**config.mk**
```make
export PLATFORM = sky130hd
export DESIGN_NAME = vdf_sq_loop_ctrl
export DESIGN_NICKNAME = d
export VERILOG_FILES = /design/src/rtl/vdf_sq_loop_ctrl.sv
export SDC_FILE = /design/constraint.sdc
export NUM_CORES = 1
export LEC_CHECK = 0
export ABC_CLOCK_PERIOD_IN_PS = 3700
export CORE_MARGIN = 2
export CORE_UTILIZATION = 50
export CTS_CLUSTER_SIZE = 16
export DETAILED_ROUTE_END_ITERATION = 10
export PLACE_DENSITY = 0.84
export SETUP_SLACK_MARGIN = 0.2
export SYNTH_ARGS = -nofsm -noshare
export SYNTH_HDL_FRONTEND = slang
export SYNTH_SLANG_ARGS = --single-unit
```
**constraint.sdc**
```tcl
create_clock -name i_clk -period 3.7 [get_ports i_clk]
set_input_delay 0.37 -clock i_clk [delete_from_list [all_inputs] [get_ports i_clk]]
set_output_delay 0.37 -clock i_clk [all_outputs]
set_load 0.02 [all_outputs]
```
**src/rtl/vdf_sq_loop_ctrl.sv**
```systemverilog
// rtl/vdf_sq_loop_ctrl.sv - VDF iteration controller that loops a value through an external modular squarer T times
module vdf_sq_loop_ctrl #(
    parameter  int WORD_BITS       = 8,
    parameter  int NUM_WORDS       = 4,
    parameter  int REDUN_WORD_BITS = 1,
    parameter  int ITER_BITS       = 32,
    localparam int I_WORD          = NUM_WORDS + 1,
    localparam int COEF_BITS       = WORD_BITS + REDUN_WORD_BITS
) (
    input  logic                          i_clk,
    input  logic                          i_rst,
    input  logic                          i_val,
    output logic                          o_rdy,
    input  logic [NUM_WORDS*WORD_BITS-1:0] i_dat,
    input  logic [ITER_BITS-1:0]          i_iter,
    output logic                          o_mul_val,
    output logic [I_WORD*COEF_BITS-1:0]   o_mul_dat,
    input  logic                          i_mul_val,
    input  logic [I_WORD*COEF_BITS-1:0]   i_mul_dat,
    output logic                          o_val,
    input  logic                          i_rdy,
    output logic [I_WORD*COEF_BITS-1:0]   o_dat,
    output logic                          o_busy,
    output logic [ITER_BITS-1:0]          o_iter_cnt,
    output logic                          o_err
);

    localparam int DAT_W = I_WORD * COEF_BITS;

    typedef enum logic [1:0] {
        S_IDLE  = 2'd0,
        S_ISSUE = 2'd1,
        S_WAIT  = 2'd2,
        S_DONE  = 2'd3
    } state_t;

    state_t               state_q, state_d;
    logic [DAT_W-1:0]     op_q, op_d;
    logic [DAT_W-1:0]     dat_q, dat_d;
    logic [ITER_BITS-1:0] iter_q, iter_d;
    logic [ITER_BITS-1:0] cnt_q, cnt_d;
    logic                 rdy_q, rdy_d;
    logic                 mul_val_q, mul_val_d;
    logic                 val_q, val_d;
    logic                 busy_q, busy_d;
    logic                 err_q, err_d;
    // Set when reset lands while a squaring is outstanding; swallows that one stale result.
    logic                 drain_q, drain_d;

    logic [DAT_W-1:0]     x_red;
    logic                 iter_rsvd;
    logic                 mul_hit;
    logic [ITER_BITS-1:0] cnt_inc;

    always_comb begin
        x_red = '0;
        for (int k = 0; k < NUM_WORDS; k++) begin
            x_red[k*COEF_BITS +: WORD_BITS] = i_dat[k*WORD_BITS +: WORD_BITS];
        end
    end

    assign iter_rsvd = &i_iter;
    assign mul_hit   = i_mul_val && !drain_q;
    assign cnt_inc   = cnt_q + ITER_BITS'(1);

    always_comb begin
        state_d   = state_q;
        op_d      = op_q;
        dat_d     = dat_q;
        iter_d    = iter_q;
        cnt_d     = cnt_q;
        rdy_d     = rdy_q;
        mul_val_d = 1'b0;
        val_d     = val_q;
        busy_d    = busy_q;
        err_d     = err_q;
        drain_d   = drain_q && !i_mul_val;

        if (i_val && iter_rsvd) begin
            err_d = 1'b1;
        end
        if (mul_hit && state_q != S_WAIT) begin
            err_d = 1'b1;
        end

        case (state_q)
            S_IDLE: begin
                if (i_val && rdy_q) begin
                    op_d   = x_red;
                    iter_d = iter_rsvd ? '0 : i_iter;
                    cnt_d  = '0;
                    rdy_d  = 1'b0;
                    busy_d = 1'b1;
                    if (iter_rsvd || i_iter == '0) begin
                        dat_d   = x_red;
                        val_d   = 1'b1;
                        state_d = S_DONE;
                    end else begin
                        mul_val_d = 1'b1;
                        state_d   = S_ISSUE;
                    end
                end
            end
            S_ISSUE: begin
                state_d = S_WAIT;
            end
            S_WAIT: begin
                if (mul_hit) begin
                    cnt_d = cnt_inc;
                    op_d  = i_mul_dat;
                    if (cnt_inc == iter_q) begin
                        dat_d   = i_mul_dat;
                        val_d   = 1'b1;
                        state_d = S_DONE;
                    end else begin
                        mul_val_d = 1'b1;
                        state_d   = S_ISSUE;
                    end
                end
            end
            S_DONE: begin
                if (i_rdy) begin
                    val_d   = 1'b0;
                    rdy_d   = 1'b1;
                    busy_d  = 1'b0;
                    state_d = S_IDLE;
                end
            end
            default: begin
                state_d = S_IDLE;
            end
        endcase
    end

    always_ff @(posedge i_clk) begin
        if (i_rst) begin
            state_q   <= S_IDLE;
            op_q      <= '0;
            dat_q     <= '0;
            iter_q    <= '0;
            cnt_q     <= '0;
            rdy_q     <= 1'b1;
            mul_val_q <= 1'b0;
            val_q     <= 1'b0;
            busy_q    <= 1'b0;
            err_q     <= 1'b0;
            drain_q   <= (state_q == S_ISSUE) || (state_q == S_WAIT);
        end else begin
            state_q   <= state_d;
            op_q      <= op_d;
            dat_q     <= dat_d;
            iter_q    <= iter_d;
            cnt_q     <= cnt_d;
            rdy_q     <= rdy_d;
            mul_val_q <= mul_val_d;
            val_q     <= val_d;
            busy_q    <= busy_d;
            err_q     <= err_d;
            drain_q   <= drain_d;
        end
    end

    assign o_rdy      = rdy_q;
    assign o_mul_val  = mul_val_q;
    assign o_mul_dat  = op_q;
    assign o_val      = val_q;
    assign o_dat      = dat_q;
    assign o_busy     = busy_q;
    assign o_iter_cnt = cnt_q;
    assign o_err      = err_q;

endmodule

```
# Word-level counts from Yosys, hierarchy flattened
# Cells that the tools add are included.
dict set report classes {
  n_addsub 1
  eq_ne 10
  muxes 37
  reduce_logical 22
}
# op n
set op_table {}
lappend op_table {{two-way mux 45 bit} 6}
lappend op_table {{case mux 45 bit (2 select lines)} 2}
lappend op_table {{two-way mux 32 bit} 3}
lappend op_table {{case mux 32 bit (2 select lines)} 1}
lappend op_table {{adder 32 x 1 -> 32 bit (second input constant)} 1}
lappend op_table {{== test 32 bit} 1}
lappend op_table {{logical NOT 32 bit} 1}
lappend op_table {{AND reduction 32 bit} 1}
lappend op_table {{two-way mux 1 bit} 15}
lappend op_table {{!= test 2 bit (second input constant)} 6}
lappend op_table {{two-way mux 2 bit} 5}
lappend op_table {{AND reduction 3 bit} 3}
lappend op_table {{case mux 2 bit (4 select lines)} 1}
lappend op_table {{case mux 1 bit (2 select lines)} 3}
lappend op_table {{AND reduction 6 bit} 1}
lappend op_table {{nonzero test 2 bit} 3}
lappend op_table {{logical AND 1 bit} 5}
lappend op_table {{AND reduction 5 bit} 1}
lappend op_table {{== test 2 bit (second input constant)} 2}
lappend op_table {{case mux 1 bit (3 select lines)} 1}
lappend op_table {{nonzero test 3 bit} 1}
lappend op_table {{== test 2 x 1 -> 1 bit (second input constant)} 1}
lappend op_table {{logical NOT 1 bit} 2}
lappend op_table {{logical NOT 2 bit} 1}
lappend op_table {{2 further kinds} 3}
dict set report word_totals {
  reg_bits 162
  elab_cells 81
}

# Longest topological paths before layout
# Gate-level depths: netlist of the first run.
dict set report depth {
  word_depth 5
  ltp_mapped 12
}

# Least setup slack after synthesis of the first run
# No wires, ideal clock.
dict set report synth_timing {
  kind {register -> register}
  startpoint {register cnt_q[0] (netlist: o_iter_cnt[0])}
  endpoint {register dat_q[0] (netlist: o_dat[0])}
  t_arrival_ns 3.308
  t_required_ns 3.621
  slack_ns 0.313
  stages_incl_launch_ff 12
  n_path_buf 3
  path_cell_list {dfxtp_1 -> ha_1 -> nand3_1 -> buf_2 -> nor4_1 -> o22ai_1 -> a2111o_1 -> nor4_1 -> buf_2 -> clkbuf_1 -> nand3_1 -> o211ai_1}
}
dict set report synth_between {
  elab_chain_len 4
}
# item line
set synth_rtl {}
lappend synth_rtl {{from (decl)} 41} ;# logic [ITER_BITS-1:0] cnt_q, cnt_d;
lappend synth_rtl {{from (signal assigned)} 153} ;# cnt_q <= cnt_d;
lappend synth_rtl {{adder 32 x 1 -> 32 bit} 64} ;# assign cnt_inc = cnt_q + ITER_BITS'(1);
lappend synth_rtl {{== test 32 bit} 111} ;# if (cnt_inc == iter_q) begin
lappend synth_rtl {{!= test 2 bit (no source line)} n/a}
lappend synth_rtl {{AND reduction 5 bit (no source line)} n/a}
lappend synth_rtl {{to (signal assigned)} 151} ;# dat_q <= dat_d;
lappend synth_rtl {{to (decl)} 39} ;# logic [DAT_W-1:0] dat_q, dat_d;
# No other way between the ends.
# A chain may end at the register's enable or synchronous reset.

# Worst setup path after layout of the first run
dict set report layout_timing {
  startpoint {register cnt_q[20] (netlist: o_iter_cnt[20])}
  endpoint {register dat_q[44] (netlist: o_dat[44])}
}
# Same word-level chain as after synthesis.

==> impl_metrics.sql, run 1 <==
INSERT INTO impl_metrics (metric_group, metric, value, unit) VALUES
('worst_setup_path', 'r2r_cells', '10', ''),
('synth', 'yosys-top-cells-area', 'sky130_fd_sc_hd__dfxtp_1 (35%), sky130_fd_sc_hd__nand3_1 (5.9%), sky130_fd_sc_hd__nor2_1 (5.4%)', ''),
('sta', 'layout_worst_path_cycle_share', '89.7', '%'),
('placement', 'dp.final_hpwl', '22.5', 'mm'),
('worst_setup_path', 'timing.rr.end', 'o_dat[44]', ''),
('worst_setup_path', 'rr_startpoint', 'o_iter_cnt[20]', ''),
('synth', 'async_flop_share', '0', '%'),
('global_route', 'gr-total-overflow', '0', ''),
('synth', 'synth-warning-count', '0', ''),
('power_and_ir_drop', 'cellLeakagePower', '4.10', 'nW'),
('placement', 'gpl.final_weighted_congestion', '1.00', ''),
('global_route', 'grt_pass1_wl', '51.4', 'mm'),
('sta', 'timing.final.setup_violations', '0', ''),
('clock_tree', 'cts_htree_levels', '4', ''),
('hold_path', 'min_delay_worst_type', 'input pin to flop', ''),
('drt', 'postRouteAntennaNets', '0', ''),
('synth', 'synth_area_per_cell', '7.61', 'um2'),
('worst_setup_path', 'cp-end-kind', 'flop', ''),
('clock_tree', 'cts_hold_buffers', '0', ''),
('floorplan', 'design.die.area', '19600', 'um2'),
('worst_setup_path', 'worst_setup_path_start_kind', 'flop', ''),
('floorplan', 'initial_utilization', '51.2', '%'),
('run', 'cap_viol_max_count', '0', ''),
('drt', 'drt-initial-drc-count', '1022', ''),
('synth', 'synthDominantCellAreaShare', '35.1', '%'),
('status', 'outcome', 'complete, no violations', ''),
('clock_tree', 'ctsRootBufferMaster', 'sky130_fd_sc_hd__clkbuf_16', ''),
('drt', 'route.vias.total', '10423', ''),
('sta', 'tightest_slew', '1.12', 'ns'),
('drt', 'post_drt_wl_per_cell', '19.4', 'um'),
('synth', 'yosys-top-cells-count', 'sky130_fd_sc_hd__dfxtp_1 (162), sky130_fd_sc_hd__nor2_1 (134), sky130_fd_sc_hd__nand3_1 (109)', ''),
('synth', 'yosys.area.top_type', 'sky130_fd_sc_hd__dfxtp_1', ''),
('clock_tree', 'cts_tree', 'done', ''),
('worst_setup_path', 'crit_fanout', '26', ''),
('drt', 'detail_route.wirelength', '32.0', 'mm'),
('sta', 'slew-limit-headroom', '25.5', '%'),
('floorplan', 'io_pins', '241', ''),
('drt', 'detail_route.first_pass.iterations', '6', ''),
('floorplan', 'core_region_area', '18000', 'um2'),
('sta', 'tns', '0', 'ns'),
('clock_tree', 'path_clk_slew', '0.07', 'ns'),
('synth', 'area_of_the_mapped_netlist', '9230', 'um2'),
('synth', 'synth_enable_flop_cells', '0', ''),
('clock_tree', 'cts_made_buffers', '17', ''),
('sta', 'finalClockSkew', '0.00913', 'ns'),
('floorplan', 'dieHeight', '140', 'um'),
('synth', 'synth.lib_cells_used.distinct', '59', ''),
('clock_tree', 'cts.sinks', '162', ''),
('clock_tree', 'worstSkewPairLatency', '0.43', 'ns'),
('finish', 'fin_nets', '1523', ''),
('synth', 'post-synth-top-count-cell', 'sky130_fd_sc_hd__dfxtp_1', ''),
('sta', 'final_period_minus_worst_setup_slack', '3.32', 'ns'),
('drt', 'via_count_normalized_by_instance_count', '6.34', ''),
('worst_setup_path', 'worst-endpoint-required', '3.96', 'ns'),
('synth', 'ys_seq_elements', '162', ''),
('synth', 'ys_seq_area_share', '35.1', '%'),
('finish', 'layout.area.seq', '3250', 'um2'),
('synth', 'synth_nets', '1333', ''),
('worst_setup_path', 'r2r_setup_slack', '0.38', 'ns'),
('hold_path', 'hold-path-endpoint', 'iter_q[2]', ''),
('finish', 'n_fill_cell', '1501', ''),
('global_route', 'grt_start_max_net_pins', '134', ''),
('power_and_ir_drop', 'power_density_over_cell_area', '626', 'nW/um2'),
('worst_setup_path', 'worst_setup_path_type', 'flop to flop', ''),
('floorplan', 'fp.dieW', '140', 'um'),
('drt', 'drc', '0', ''),
('finish', 'syn_to_final_growth', '35.4', '%'),
('sta', 'number_of_hold_violations_in_the_final_report', '0', ''),
('sta', 'grt_setup_unrepaired', 'no', ''),
('global_route', 'globalRouteTotalUtil', '32.1', '%'),
('power_and_ir_drop', 'ir_drop_worst_vdd', '469', 'uV');
## where the power goes
group | total, W | internal [W] | switching (W)
Sequential | 0.00238 | 0.00211 | 0.000271
Combinational | 0.00367 | 0.00139 | 0.00228
Clock | 0.00177 | 0.000968 | 0.000804
## cell type report
type | count | share of cell area [%]
Clock buffer | 18 | 3.51
Clock inverter | 14 | 1.15
Inverter | 11 | 0.330
Multi-Input combinational cell | 917 | 44.0
Sequential cell | 162 | 26.0
Tap cell | 229 | 2.29
Timing Repair Buffer | 294 | 22.8
## cells by family after synthesis
family / synth area share (%)
adders and majority gates: 0.813
muxes: 4.23
buffers and inverters: 6.03
AOI/OAI and AO/OA: 19.6
DFF: 35.1
and+or+nand+nor: 30.5
xor gates and xnor gates: 3.70
## worst max-delay path, cell delays in order, from the launching register on
cell and delay, ns:
sky130_fd_sc_hd__dfxtp_1 0.58, sky130_fd_sc_hd__nand4_1 0.20, sky130_fd_sc_hd__buf_4 0.22, sky130_fd_sc_hd__nor4_1 0.47
sky130_fd_sc_hd__o22ai_1 0.14, sky130_fd_sc_hd__a2111o_1 0.43, sky130_fd_sc_hd__nor4_2 0.31, sky130_fd_sc_hd__buf_4 0.25
sky130_fd_sc_hd__and2_4 0.20, sky130_fd_sc_hd__buf_12 0.18, sky130_fd_sc_hd__o311ai_0 0.16
## metal layers
metal / vias to the layer above / track usage (%) / wire, um
li1: 4903 / - / -
met1: 4897 / 41.6 / 12900
met2: 544 / 52.0 / 15200
met3: 79 / 7.74 / 2820
met4: 0 / 12.2 / 1070
met5: - / 0 / 0
## repair_timing
item,in CTS,in global routing
endpoints found under the hold margin,0,0
endpoints found under the setup margin,23,44
setup buffers,0,1
resized for setup,1,5
pin swaps,0,3
## worst max path at each step
stage / from / end / slack, ns / cells past startpoint
after floorplan: o_iter_cnt[0] / o_dat[0] / 0.31 / 11
after global placement: o_iter_cnt[2] / o_dat[7] / 0.23 / 9
after detailed placement: o_iter_cnt[2] / o_dat[37] / 0.16 / 9
after CTS: o_iter_cnt[2] / o_dat[37] / 0.23 / 9
after global routing: o_iter_cnt[3] / state_q[1] / 0.20 / 10
final: o_iter_cnt[20] / o_dat[44] / 0.38 / 10
## state kept, by name, summed over array words and instances, names as in the netlist
register and cells:
iter_q 32, o_dat 45, state_q 2, o_rdy 1, o_busy 1, o_val 1, drain_q 1, o_mul_dat 45
o_err 1, o_mul_val 1, o_iter_cnt 32
## per-stage QoR
| step | power (W) | std cells | worst slack [ns] | cell area [um2] | util, % |
|---|---|---|---|---|---|
| final | 0.00783 | 1645 | 0.382 | 12500 | 69.3 |
| after global routing | 0.00826 | 1645 | 0.199 | 12500 | 69.3 |
| after CTS | 0.00781 | 1644 | 0.228 | 12500 | 69.2 |
| after detailed placement | 0.00603 | 1612 | 0.162 | 11900 | 66.0 |
| after global placement | 0.00596 | 1612 | 0.226 | 11900 | 66.0 |
| after floorplan | 0.00468 | 1213 | 0.313 | 9230 | - |
## cells in the final DEF (no fill, tap or decap), drive strengths merged, types with 10 or more instances in the layout
| cell type | synthesis | layout |
|---|---|---|
| a31oi | 72 | 72 |
| o211ai | 37 | 37 |
| nor4 | 59 | 59 |
| a21oi | 40 | 40 |
| xor2 | 10 | 10 |
| o21ai | 26 | 26 |
| nand2 | 82 | 82 |
| inv | 11 | 19 |
| xnor2 | 29 | 29 |
| nor2 | 134 | 134 |
| nand4 | 31 | 31 |
| buf | 26 | 55 |
| a211oi | 37 | 37 |
| clkbuf | 97 | 18 |
| o311ai | 16 | 16 |
| dfxtp | 162 | 162 |
| clkdlybuf4s50 | 0 | 239 |
| and2 | 33 | 33 |
| a22oi | 15 | 15 |
| nand3 | 109 | 109 |
| nor3 | 72 | 72 |
| mux2i | 39 | 39 |
Note: power is estimated with default switching activity, not from simulation.
==> run 2, diff against run 1 <==
Settings changed: REMOVE_ABC_BUFFERS set to 1.
==> run 2 against run 1 <==
Net effect: wire length is 3.2% higher; sequential power barely moved; cell area is 1.4% higher; critical path depth fell by 1; cell count is 0.36% higher; register-to-register slack got worse by 0.15 ns; non-clock buffer count grew 6; setup slack got worse by 0.15 ns; utilization rose by 0.99 points; fmax down 4.3%; sequential share of layout area fell by 0.38 points; first-iteration DRC count grew 2.5%.
==> impl_metrics.sql, run 2 (synthesis results as in run 1) <==
INSERT INTO impl_metrics (metric_group, metric, value, unit) VALUES
('status', 'outcome', 'complete, no violations', ''),
('placement', 'placement.io_buffers', '240', ''),
('global_route', 'grt_antenna_before_repair', '0', ''),
('drt', 'postRouteAntennaNets', '0', ''),
('hold_path', 'min_delay_worst_type', 'flop to flop', ''),
('floorplan', 'design.die.area', '19600', 'um2'),
('worst_setup_path', 'worst_setup_path_type', 'flop to flop', ''),
('global_route', 'grt_pass1_wl', '50.7', 'mm'),
('worst_setup_path', 'cp_top_family', 'simple AND/OR/NAND/NOR gates', ''),
('worst_setup_path', 'worstPathArrival', '3.75', 'ns'),
('sta', 'layout_worst_path_cycle_share', '93.7', '%'),
('sta', 'final_slew_violations', '0', ''),
('clock_tree', 'path_clk_slew', '0.07', 'ns'),
('floorplan', 'dieHeight', '140', 'um'),
('finish', 'syn_to_final_growth', '37.3', '%'),
('run', 'cap_viol_max_count', '0', ''),
('finish', 'number_of_diodes', '0', ''),
('clock_tree', 'worstSkewPairLatency', '0.43', 'ns'),
('drt', 'route.vias.total', '10590', ''),
('sta', 'grt_setup_unrepaired', 'yes', ''),
('placement', 'gpl.final_weighted_congestion', '0.984', ''),
('finish', 'mostFrequentLayoutCell', 'sky130_fd_sc_hd__clkdlybuf4s50_1', ''),
('floorplan', 'io_pins', '241', ''),
('worst_setup_path', 'worst-endpoint-required', '3.98', 'ns'),
('finish', 'finalCoreUtilization', '70.3', '%'),
('drt', 'drc', '0', ''),
('global_route', 'first_global_vias', '9515', ''),
('clock_tree', 'cts_made_buffers', '17', ''),
('worst_setup_path', 'max_stage_delay', '0.63', 'ns'),
('floorplan', 'num_rows', '49', ''),
('sta', 'number_of_hold_violations_in_the_final_report', '0', ''),
('sta', 'timing.final.setup_violations', '0', ''),
('worst_setup_path', 'crit_fanout', '7', ''),
('worst_setup_path', 'r2r_setup_slack', '0.23', 'ns'),
('finish', 'final_cell_mix', 'sky130_fd_sc_hd__clkdlybuf4s50_1 (239), sky130_fd_sc_hd__dfxtp_1 (161), sky130_fd_sc_hd__nor2_1 (134)', ''),
('floorplan', 'fp.dieW', '140', 'um'),
('clock_tree', 'cts_tree', 'done', ''),
('sta', 'slew-limit-headroom', '24.4', '%'),
('drt', 'detail_route.wirelength', '33.0', 'mm'),
('sta', 'final_period_minus_worst_setup_slack', '3.47', 'ns'),
('placement', 'dp.final_hpwl', '22.3', 'mm'),
('clock_tree', 'ctsRootBufferMaster', 'sky130_fd_sc_hd__clkbuf_16', ''),
('clock_tree', 'cts_hold_buffers', '0', ''),
('worst_setup_path', 'chain_of_cells_forming_the_critical_path', 'nand4_1 > or4_1 > nor3_1 > xnor2_1 > or4b_2 > nor4_2 > buf_4 > a311o_1 > a21oi_1', ''),
('finish', 'final-instance-count-excl-fill', '1651', ''),
('floorplan', 'core_region_area', '18000', 'um2'),
('power_and_ir_drop', 'power_density_over_cell_area', '635', 'nW/um2'),
('sta', 'finalClockSkew', '0.0158', 'ns'),
('clock_tree', 'cts_htree_levels', '4', ''),
('global_route', 'globalRouteTotalUtil', '31.8', '%'),
('sta', 'tightest_slew', '1.13', 'ns'),
('finish', 'fin_nets', '1529', ''),
('finish', 'post_route_cells_drive_above_1_share', '7.95', '%'),
('drt', 'detail_route.first_pass.iterations', '6', ''),
('drt', 'post_drt_wl_per_cell', '20.0', 'um'),
('clock_tree', 'cts.sinks', '162', ''),
('worst_setup_path', 'worst_setup_path_start_kind', 'flop', ''),
('floorplan', 'initial_utilization', '51.2', '%'),
('global_route', 'grt_start_max_net_pins', '209', ''),
('power_and_ir_drop', 'ir_drop_worst_vdd', '599', 'uV'),
('worst_setup_path', 'critPathBufInv', '1', ''),
('worst_setup_path', 'cp-end-kind', 'flop', ''),
('global_route', 'gr-total-overflow', '0', ''),
('placement', 'dpl.cell_count', '1612', ''),
('power_and_ir_drop', 'cellLeakagePower', '4.17', 'nW'),
('drt', 'via_count_normalized_by_instance_count', '6.41', ''),
('worst_setup_path', 'crit_slowest_cell', 'sky130_fd_sc_hd__or4b_2', ''),
('sta', 'max_freq', '288', 'MHz'),
('clock_tree', 'clock_path_buffers', '2', ''),
('drt', 'drt-initial-drc-count', '1048', '');
-- run 2: changes by cell type in the layout (fill, tap and decap cells not counted), moves of 2 or more --
cell,before,now
sky130_fd_sc_hd__inv_6,8,4
sky130_fd_sc_hd__clkbuf_16,17,19
sky130_fd_sc_hd__inv_8,0,2
sky130_fd_sc_hd__buf_6,1,4
sky130_fd_sc_hd__bufinv_16,1,3
-- run 2: timing repair --
| item | 4_1_cts | 5_1_grt |
|---|---|---|
| setup buffers | 0 | 4 |
| gates cloned | 0 | 3 |
| pin swaps | 1 | 1 |
| gates resized for setup | 1 | 13 |
| endpoints found under the setup margin | 7 | 48 |
-- run 2: per-stage QoR --
stage	power [W]	cell area (um2)	TNS, ns	worst slack [ns]	hold WS [ns]
4_1_cts	0.00797	12500	0	0.237	0.467
3_5_place_dp	0.00607	11900	0	0.150	0.454
3_3_place_gp	0.00599	11900	0	0.148	0.453
2_1_floorplan	0.00448	8720	-480.52	-5.28	0.436
6_report	0.00804	12700	0	0.233	0.465
5_1_grt	0.00847	12700	0	0.172	0.504
-- run 2: layout make-up --
| cell class | count | area, um2 |
|---|---|---|
| multi-input combinational | 917 | 5530 |
| fill | 1469 | 5350 |
| sequential | 162 | 3240 |
| timing repair buffer | 300 | 2950 |
| clock buffer | 18 | 429 |
| tap | 229 | 287 |
| clock inverter | 14 | 194 |
| inverter | 11 | 41.3 |
-- run 2: final timing paths --
kind,depth (start not counted),end,from
setup / recovery,9,o_mul_val,o_iter_cnt[8]
hold / removal,2,o_mul_dat[17],o_mul_dat[17]
setup reg to reg,9,o_mul_val,o_iter_cnt[8]
hold reg to reg,2,o_mul_dat[17],o_mul_dat[17]
-- run 2: where the power goes --
group / internal (W) / leakage, nW / switching, W
registers: 0.00211 / 1.32 / 0.000259
clock network: 0.00109 / 0.302 / 0.000790
logic: 0.00145 / 2.55 / 0.00235
total: 0.00464 / 4.17 / 0.00340
-- run 2: per-layer routing --
metal	track usage (%)	routed length, um	up-vias
met4	12.4	1040	0
met3	6.40	2960	85
met5	0	0	-
met2	50.3	15400	554
met1	42.6	13600	5037
li1	-	-	4914
-- run 2: worst min-delay path: stages (launching register included) --
cell and delay (ns):
sky130_fd_sc_hd__dfxtp_1 0.32, sky130_fd_sc_hd__nand2_1 0.05, sky130_fd_sc_hd__a21oi_1 0.05
==> run 3, diff against run 2 <==
Settings changed: ABC_CLOCK_PERIOD_IN_PS 3700 to 3900.
Clock period 3.7 ns to 3.9 ns, I/O delays scaled along.
==> run 3 against run 2 <==
Net effect: clock power decreased by 7%; largest power group unchanged; highest routed layer unchanged; total power decreased by 6.3%; via count decreased by 2.0%.
==> impl_metrics.sql, run 3 (synthesis results as in run 1) <==
INSERT INTO impl_metrics (metric_group, metric, value, unit) VALUES
('clock_tree', 'cts_tree', 'done', ''),
('drt', 'detail_route.wirelength', '32.3', 'mm'),
('sta', 'whs', '0.162', 'ns'),
('power_and_ir_drop', 'share_clk_of_total_power', '23.3', '%'),
('placement', 'gpl.final_weighted_congestion', '1.02', ''),
('power_and_ir_drop', 'switching_share', '42.6', '%'),
('drt', 'drc', '0', ''),
('drt', 'detail_route.first_pass.iterations', '5', ''),
('placement', 'placed_area', '11800', 'um2'),
('placement', 'placement.io_buffers', '240', ''),
('worst_setup_path', 'rr_startpoint', 'o_iter_cnt[1]', ''),
('clock_tree', 'cts_htree_levels', '4', ''),
('worst_setup_path', 'worstPathArrival', '3.79', 'ns'),
('clock_tree', 'cts.sinks', '162', ''),
('global_route', 'grt_antenna_before_repair', '0', ''),
('worst_setup_path', 'worst_setup_path_start_kind', 'flop', ''),
('sta', 'setup_slack', '0.350', 'ns'),
('sta', 'timing.final.setup_violations', '0', ''),
('sta', 'final_period_minus_worst_setup_slack', '3.55', 'ns'),
('floorplan', 'fp.dieW', '140', 'um'),
('finish', 'final_cell_mix', 'sky130_fd_sc_hd__clkdlybuf4s50_1 (239), sky130_fd_sc_hd__dfxtp_1 (160), sky130_fd_sc_hd__nor2_1 (134)', ''),
('sta', 'tightest_slew', '1.17', 'ns'),
('sta', 'grt_setup_unrepaired', 'no', ''),
('worst_setup_path', 'worst-endpoint-required', '4.14', 'ns'),
('run', 'cap_viol_max_count', '0', ''),
('power_and_ir_drop', 'seq_power_share', '29.8', '%'),
('power_and_ir_drop', 'power_report.internal_total', '0.00432', 'W'),
('sta', 'tns', '0', 'ns'),
('finish', 'final_design_area_no_fill', '12500', 'um2'),
('drt', 'via_count_normalized_by_instance_count', '6.37', ''),
('status', 'outcome', 'complete, no violations', ''),
('clock_tree', 'path_clk_slew', '0.07', 'ns'),
('clock_tree', 'ctsRootBufferMaster', 'sky130_fd_sc_hd__clkbuf_16', ''),
('drt', 'postRouteAntennaNets', '0', ''),
('global_route', 'first_global_vias', '9424', ''),
('hold_path', 'hold-path-endpoint', 'state_q[0]', ''),
('worst_setup_path', 'cp-end-kind', 'flop', ''),
('hold_path', 'min_delay_worst_type', 'input pin to flop', ''),
('floorplan', 'io_pins', '241', ''),
('global_route', 'gr-total-overflow', '0', ''),
('sta', 'max_freq', '282', 'MHz'),
('drt', 'route.vias.total', '10376', ''),
('finish', 'number_of_diodes', '0', ''),
('worst_setup_path', 'crit_fanout', '46', ''),
('hold_path', 'worst_hold_startpoint', 'i_rst', ''),
('worst_setup_path', 'timing.rr.end', 'o_dat[38]', ''),
('worst_setup_path', 'worst_setup_path_type', 'flop to flop', ''),
('sta', 'final_slew_violations', '0', ''),
('floorplan', 'core_region_area', '18000', 'um2'),
('placement', 'post-place-ws', '0.275', 'ns'),
('power_and_ir_drop', 'power_density_over_cell_area', '605', 'nW/um2'),
('power_and_ir_drop', 'p_switching', '0.00321', 'W'),
('global_route', 'grt_start_max_net_pins', '123', ''),
('clock_tree', 'clock_path_buffers', '2', ''),
('floorplan', 'dieHeight', '140', 'um'),
('finish', 'mostFrequentLayoutCell', 'sky130_fd_sc_hd__clkdlybuf4s50_1', ''),
('global_route', 'globalRouteTotalUtil', '31.6', '%'),
('power_and_ir_drop', 'ir_drop_worst_vdd', '761', 'uV'),
('global_route', 'grt_pass1_wl', '50.7', 'mm'),
('worst_setup_path', 'r2r_cells', '10', ''),
('finish', 'fin_nets', '1506', ''),
('floorplan', 'initial_utilization', '51.2', '%'),
('finish', 'syn_to_final_growth', '34.9', '%'),
('floorplan', 'design.die.area', '19600', 'um2'),
('drt', 'drt-initial-drc-count', '1083', ''),
('clock_tree', 'worstSkewPairLatency', '0.44', 'ns'),
('sta', 'layout_worst_path_cycle_share', '91.0', '%'),
('power_and_ir_drop', 'cellLeakagePower', '4.04', 'nW'),
('floorplan', 'num_rows', '49', ''),
('sta', 'number_of_hold_violations_in_the_final_report', '0', ''),
('sta', 'slew-limit-headroom', '21.7', '%'),
('worst_setup_path', 'r2r_setup_slack', '0.35', 'ns'),
('drt', 'post_drt_wl_per_cell', '19.8', 'um'),
('sta', 'finalClockSkew', '0.0115', 'ns'),
('finish', 'n_fill_cell', '1506', ''),
('hold_path', 'hold_path_stages', '2', ''),
('finish', 'post_route_cells_drive_above_1_share', '6.22', '%'),
('clock_tree', 'cts_made_buffers', '17', ''),
('placement', 'dp.final_hpwl', '21.9', 'mm'),
('power_and_ir_drop', 'power.combinational.fraction', '46.9', '%');
## run 3: worst max path at each step
stage | start | to | slack, ns | depth (start not counted)
after detailed placement | o_iter_cnt[1] | o_dat[38] | 0.27 | 10
after global placement | o_iter_cnt[1] | o_dat[37] | 0.37 | 10
after CTS | o_iter_cnt[10] | o_dat[38] | 0.32 | 9
after global routing | o_iter_cnt[10] | o_dat[38] | 0.20 | 9
after floorplan | state_q[0] | o_iter_cnt[12] | -5.08 | 7
final | o_iter_cnt[1] | o_dat[38] | 0.35 | 10
## run 3: per-layer routing
metal / global-route usage (%) / vias up / share of wire [%]
met1: 43.8 / 4913 / 43
met2: 50.1 / 522 / 46
met5: 0 / - / 0
li1: - / 4866 / -
met3: 4.65 / 75 / 7.5
met4: 11.4 / 0 / 3.2
## run 3: timing repair
item                       CTS  global route
hold buffers                 0             0
pin swaps                    1             1
gates cloned                 0             1
resized for setup            0             7
setup endpoints to repair    1            47
buffers inserted             0             1
## run 3: final cells by class
type                            instances  area (um2)  area share (%)
Clock buffer                           18         439            3.53
Clock inverter                         14         169            1.36
Timing Repair Buffer                  277        2770            22.2
Sequential cell                       162        3250            26.1
Inverter                               11        41.3           0.332
Multi-Input combinational cell        917        5500            44.2
Tap cell                              229         287            2.30
## run 3: critical path: stages (launching register included)
cell and delay, ns:
sky130_fd_sc_hd__dfxtp_2 0.39, sky130_fd_sc_hd__ha_2 0.23, sky130_fd_sc_hd__nand3_1 0.13, sky130_fd_sc_hd__or3_1 0.42
sky130_fd_sc_hd__o31a_1 0.32, sky130_fd_sc_hd__or4_1 0.40, sky130_fd_sc_hd__or4_1 0.47, sky130_fd_sc_hd__nor4_4 0.34
sky130_fd_sc_hd__and2_1 0.21, sky130_fd_sc_hd__buf_12 0.23, sky130_fd_sc_hd__o311ai_0 0.18
## run 3: per-stage QoR
| step | total power (W) | cells | util [%] |
|---|---|---|---|
| after floorplan | 0.00428 | 1090 | - |
| after global placement | 0.00566 | 1594 | 65.4 |
| after detailed placement | 0.00574 | 1594 | 65.4 |
| after CTS | 0.00749 | 1626 | 68.7 |
| after global routing | 0.00794 | 1628 | 69.1 |
| final | 0.00754 | 1628 | 69.1 |
## run 3: power by group through the flow
stage               clock, W  sequential (W)  combinational (W)
floorplan                  0         0.00259            0.00170
global placement           0         0.00226            0.00340
detailed placement         0         0.00227            0.00347
CTS                  0.00176         0.00224            0.00349
global route         0.00183         0.00228            0.00383
finish               0.00175         0.00225            0.00354
